## src/rtl/fwd_hazard_unit.sv

```systemverilog
// EX-stage operand bypass select and load-use stall for a DEPTH-deep forwarding window.
// Define FWD_HAZARD_PERF_EN to build the saturating stall-cycle counter on stall_count.

module fwd_sel_lane #(
    parameter int REG_AW = 5,
    parameter int DEPTH  = 3,
    parameter int SW     = 2
) (
    input  logic                         ex_valid,
    input  logic                         ex_use,
    input  logic [REG_AW-1:0]            ex_rs,
    input  logic [DEPTH:1]               e_prod,
    input  logic [DEPTH:1][REG_AW-1:0]   e_rd,
    output logic [SW-1:0]                sel
);
    // Scan oldest to youngest so the youngest matching producer is left in sel.
    always_comb begin
        sel = '0;
        for (int k = DEPTH; k >= 1; k--)
            if (ex_valid && ex_use && e_prod[k] && e_rd[k] == ex_rs)
                sel = SW'(k);
    end
endmodule

module fwd_hazard_unit #(
    parameter  int REG_AW   = 5,
    parameter  int NUM_SRC  = 2,
    parameter  int DEPTH    = 3,
    parameter  int LOAD_LAT = 2,
    localparam int SW       = $clog2(DEPTH+1)
) (
    input  logic                      clk,
    input  logic                      reset,
    input  logic                      id_valid,
    input  logic [NUM_SRC*REG_AW-1:0] id_rs,
    input  logic [NUM_SRC-1:0]        id_uses,
    input  logic [REG_AW-1:0]         id_rd,
    input  logic                      id_reg_write,
    input  logic                      id_is_load,
    input  logic                      flush,
    output logic [NUM_SRC*SW-1:0]     ex_fwd_sel,
    output logic                      stall,
    output logic [15:0]               stall_count
);
    typedef struct packed {
        logic              valid;
        logic [REG_AW-1:0] rd;
        logic              we;
        logic              is_load;
    } dst_t;

    // Positions p whose load data is not yet forwardable: p <= LOAD_LAT-2.
    localparam logic [DEPTH:0] STALL_WIN = (DEPTH+1)'((1 << (LOAD_LAT-1)) - 1);

    dst_t                             ex_dst;
    logic [NUM_SRC-1:0][REG_AW-1:0]   ex_rs;
    logic [NUM_SRC-1:0]               ex_uses;
    dst_t [DEPTH:1]                   e_q;

    dst_t [DEPTH:0]                   pos;
    logic [DEPTH:0]                   ld_prod;
    logic [DEPTH:1]                   e_prod;
    logic [DEPTH:1][REG_AW-1:0]       e_rd;
    logic [NUM_SRC-1:0][REG_AW-1:0]   id_rs_a;
    logic                             hazard;

    assign id_rs_a = id_rs;
    assign pos     = {e_q, ex_dst};

    always_comb begin
        for (int p = 0; p <= DEPTH; p++)
            ld_prod[p] = pos[p].valid && pos[p].we && pos[p].rd != '0 && pos[p].is_load;
        for (int k = 1; k <= DEPTH; k++) begin
            e_prod[k] = e_q[k].valid && e_q[k].we && e_q[k].rd != '0;
            e_rd[k]   = e_q[k].rd;
        end
    end

    always_comb begin
        hazard = 1'b0;
        for (int i = 0; i < NUM_SRC; i++)
            for (int p = 0; p <= DEPTH; p++)
                if (STALL_WIN[p] && id_uses[i] && ld_prod[p] && pos[p].rd == id_rs_a[i])
                    hazard = 1'b1;
    end

    assign stall = id_valid && !flush && hazard;

    always_ff @(posedge clk or posedge reset) begin
        if (reset) begin
            ex_dst  <= '0;
            ex_rs   <= '0;
            ex_uses <= '0;
            e_q     <= '0;
        end else begin
            e_q[1] <= ex_dst;
            for (int k = 2; k <= DEPTH; k++)
                e_q[k] <= e_q[k-1];
            ex_dst.valid   <= id_valid && !flush && !stall;
            ex_dst.rd      <= id_rd;
            ex_dst.we      <= id_reg_write;
            ex_dst.is_load <= id_is_load;
            ex_rs          <= id_rs_a;
            ex_uses        <= id_uses;
        end
    end

    for (genvar i = 0; i < NUM_SRC; i++) begin : g_lane
        fwd_sel_lane #(.REG_AW(REG_AW), .DEPTH(DEPTH), .SW(SW)) u_lane (
            .ex_valid (ex_dst.valid),
            .ex_use   (ex_uses[i]),
            .ex_rs    (ex_rs[i]),
            .e_prod   (e_prod),
            .e_rd     (e_rd),
            .sel      (ex_fwd_sel[i*SW +: SW])
        );
    end

`ifdef FWD_HAZARD_PERF_EN
    always_ff @(posedge clk or posedge reset) begin
        if (reset)
            stall_count <= '0;
        else if (stall && stall_count != 16'hFFFF)
            stall_count <= stall_count + 16'd1;
    end
`else
    assign stall_count = 16'h0000;
`endif
endmodule

```

## config.mk

```make
export PLATFORM = sky130hd
export DESIGN_NAME = fwd_hazard_unit
export DESIGN_NICKNAME = d
export VERILOG_FILES = /design/src/rtl/fwd_hazard_unit.sv
export SDC_FILE = /design/constraint.sdc
export NUM_CORES = 1
export LEC_CHECK = 0
export ABC_AREA = 0
export CORE_MARGIN = 1
export CORE_UTILIZATION = 37
export CTS_CLUSTER_DIAMETER = 50
export CTS_CLUSTER_SIZE = 10
export DETAILED_ROUTE_END_ITERATION = 10
export GPL_ROUTABILITY_DRIVEN = 0
export GPL_TIMING_DRIVEN = 0
export PLACE_DENSITY = 0.74
export SYNTH_ARGS = -nofsm -noshare
export SYNTH_HDL_FRONTEND = slang
export SYNTH_SLANG_ARGS = --single-unit
```

## constraint.sdc

```tcl
create_clock -name clk -period 3.8 [get_ports clk]
set_input_delay 0.57 -clock clk [delete_from_list [all_inputs] [get_ports clk]]
set_output_delay 0.57 -clock clk [all_outputs]
set_load 0.05 [all_outputs]
```

==> flow_summary.json <==
{
  "post_cts_buffers": 0,
  "hold_ws_ns": 0.375,
  "syn_inst": 136,
  "grtUsageTotal": 0.123,
  "switching_share": 0.232,
  "p_total_uw": 1010,
  "dieHeight_um": 70.6,
  "synth_edf_count": 0,
  "critPathLaunchType": "input pin",
  "critPathKind": "in -> out",
  "root_buffer": "clkbuf_8",
  "yosysUniqueCellTypes": 24,
  "power_density_nw_per_um2": 446,
  "max_freq_mhz": 299,
  "yosysSeqAreaShare": 0.589,
  "hold_path_class": "reg -> reg",
  "grt_overflow": 0,
  "setup_tns_ns": 0,
  "syn_to_final_growth_pct": 30.2,
  "grt_max_degree": 42,
  "drtIter0Drc": 40,
  "port_buffers": 27,
  "die_w_um": 70.6,
  "drt-pass1-iter-count": 7,
  "avgSynthCellArea_um2": 12.8,
  "rows": 24,
  "startpoint": "id_rs[8]",
  "start_util": 0.392,
  "fin_skew_ns": 0.00369,
  "synthFlopType": "dfrtp_1",
  "yosysWarningCount": 0,
  "rsz0062_at_grt": "false",
  "grt_pass1_wl_um": 4690,
  "comb_power_share": 0.121,
  "worst_slew_margin_rel": 0.479,
  "tritoncts": "yes",
  "fillCellCount": 389,
  "critPathTopFamily": "buffers and inverters",
  "leakage_uw": 0.000977,
  "crit_arrival_ns": 2.77,
  "netlist_area_um2": 1740,
  "clock_sinks": 41,
  "p_switching_uw": 234,
  "nets": 208,
  "grt.met1_usage": 0.146,
  "crit_path_frequent_cell": "clkdlybuf4s50_1",
  "clk_latency_ns": 0.29,
  "fin_crit_sh": 0.879,
  "wl_um": 2700,
  "cp.depth": 6,
  "violations": "DRC",
  "setup_viol": 0,
  "multiInputGateArea_um2": 649,
  "fin_area_um2": 2270,
  "grt.met2_usage": 0.211,
  "crit_fanout": 2,
  "hold_viol": 0,
  "drtAntennaViolNets": 0,
  "globalRouteMet3Util": 0.0342,
  "tightest_slew_ns": 0.780,
  "die_area_um2": 4990,
  "seqPwrFrac": 0.478,
  "placed_area_um2": 2130,
  "cts_resized": 0,
  "vias": 1059,
  "end_kind": "primary output",
  "clkPwrFrac": 0.401,
  "grt_pass1_vias": 1090,
  "final_common_cell": "dfrtp_1",
  "vdd_drop_max_mv": 0.306,
  "intPower_uw": 776,
  "regArea_um2": 1030,
  "htree_levels": 2,
  "cp.required_ns": 3.23,
  "path_buf_inv": 2,
  "clk_pin_slew_ns": 0.08,
  "fin_crit_ns": 3.34,
  "drive_gt1_frac": 0.140,
  "rr_worst_depth": 4,
  "cts-buffers-inserted": 5,
  "max_stage_delay_ns": 0.84,
  "holdPathStages": 0,
  "mostFrequentLayoutCells": "41 x dfrtp_1, 27 x clkdlybuf4s50_1, 22 x xor2_1",
  "core_area_um2": 4440,
  "cpMaxStageDelayCell": "clkdlybuf4s50_1",
  "wl_per_cell_um": 11.3,
  "vias_per_cell": 4.45,
  "min-delay-start": "e_q[7]$_DFF_PP0_",
  "drc": 8,
  "r2r_start": "ex_dst[5]$_DFF_PP0_",
  "diodes": 0,
  "ys_ff_latch": 41,
  "crit_chain": "clkdlybuf4s50_1 > xor2_1 > nor4_1 > a32oi_1 > nor3_1 > clkdlybuf4s50_1",
  "ioPinCount": 44,
  "ctsHoldBuffers": 0,
  "maxSlewViolCount": 0,
  "busiest_layer": "met2",
  "cap_violations": 0,
  "status": "finished with violations",
  "cts_buffer_depth": 2,
  "postSynth.asyncResetShare": 1.00,
  "antenna_found_initial": 0
}
==> cell families after synthesis <==
| group | Yosys count | synth area share |
|---|---|---|
| buffers and inverters | 17 | 0.0711 |
| AO/OA/AOI/OAI | 10 | 0.0445 |
| flip-flops | 41 | 0.589 |
| other | 1 | 0.00215 |
| AND/OR/NAND/NOR | 27 | 0.0926 |
| XOR/XNOR | 40 | 0.201 |
==> metrics by stage <==
step,utilization,cells,setup WS (ns)
4_1_cts,0.510,238,0.445
2_1_floorplan,-,151,0.938
5_1_grt,0.510,238,0.382
3_3_place_gp,0.480,230,0.474
6_report,0.510,238,0.458
3_5_place_dp,0.480,230,0.457
==> power groups by stage <==
stage	Clock, µW	Combinational, µW	Sequential (µW)
floorplan	0	91.3	486
global placement	0	122	491
detailed placement	0	123	492
CTS	412	124	483
global route	433	133	487
finish	405	123	483
==> layer usage <==
metal | wire length (µm) | up-vias
met3 | 162 | 3
met2 | 1310 | 42
li1 | - | 532
met4 | 28 | 0
met1 | 1200 | 482
met5 | 0 | -
==> flip-flops by register name (all words and copies together), names as in the netlist <==
name / cells
e_q: 21
ex_rs: 10
ex_dst: 8
ex_uses: 2
==> layout make-up <==
type,instances,area share
well taps,52,0.0287
repair buffers,27,0.119
clock buffers,5,0.0303
clock inverters,3,0.0287
plain buffers,16,0.0530
flip-flops and latches,41,0.452
inverters,1,0.00165
multi-input cells,93,0.286
==> worst register-to-register path, stage by stage, from the launching register on <==
cell,delay (ns)
dfrtp_1,0.43
xor2_1,0.18
nor4_1,0.38
a32oi_1,0.19
o21ba_2,0.23
==> synthesized netlist by cell type, types with 4 or more instances <==
cell type,count,area (µm²)
or4_1,5,37.5
buf_4,16,120
xor2_1,22,193
nor4_1,6,37.5
xnor2_1,18,158
dfrtp_1,41,1030
nand4_1,4,25.0
==> path summary, 6_finish.rpt <==
path	slack, ns	endpoint
setup / recovery	0.46	stall
hold / removal	0.37	e_q[15]$_DFF_PP0_
setup reg to reg	2.29	ex_dst[7]$_DFF_PP0_
hold reg to reg	0.37	e_q[15]$_DFF_PP0_
max in group asynchronous	2.56	e_q[21]$_DFF_PP0_
min in group asynchronous	0.74	ex_rs[0]$_DFF_PP0_
Power figures use the tool's default switching activity.
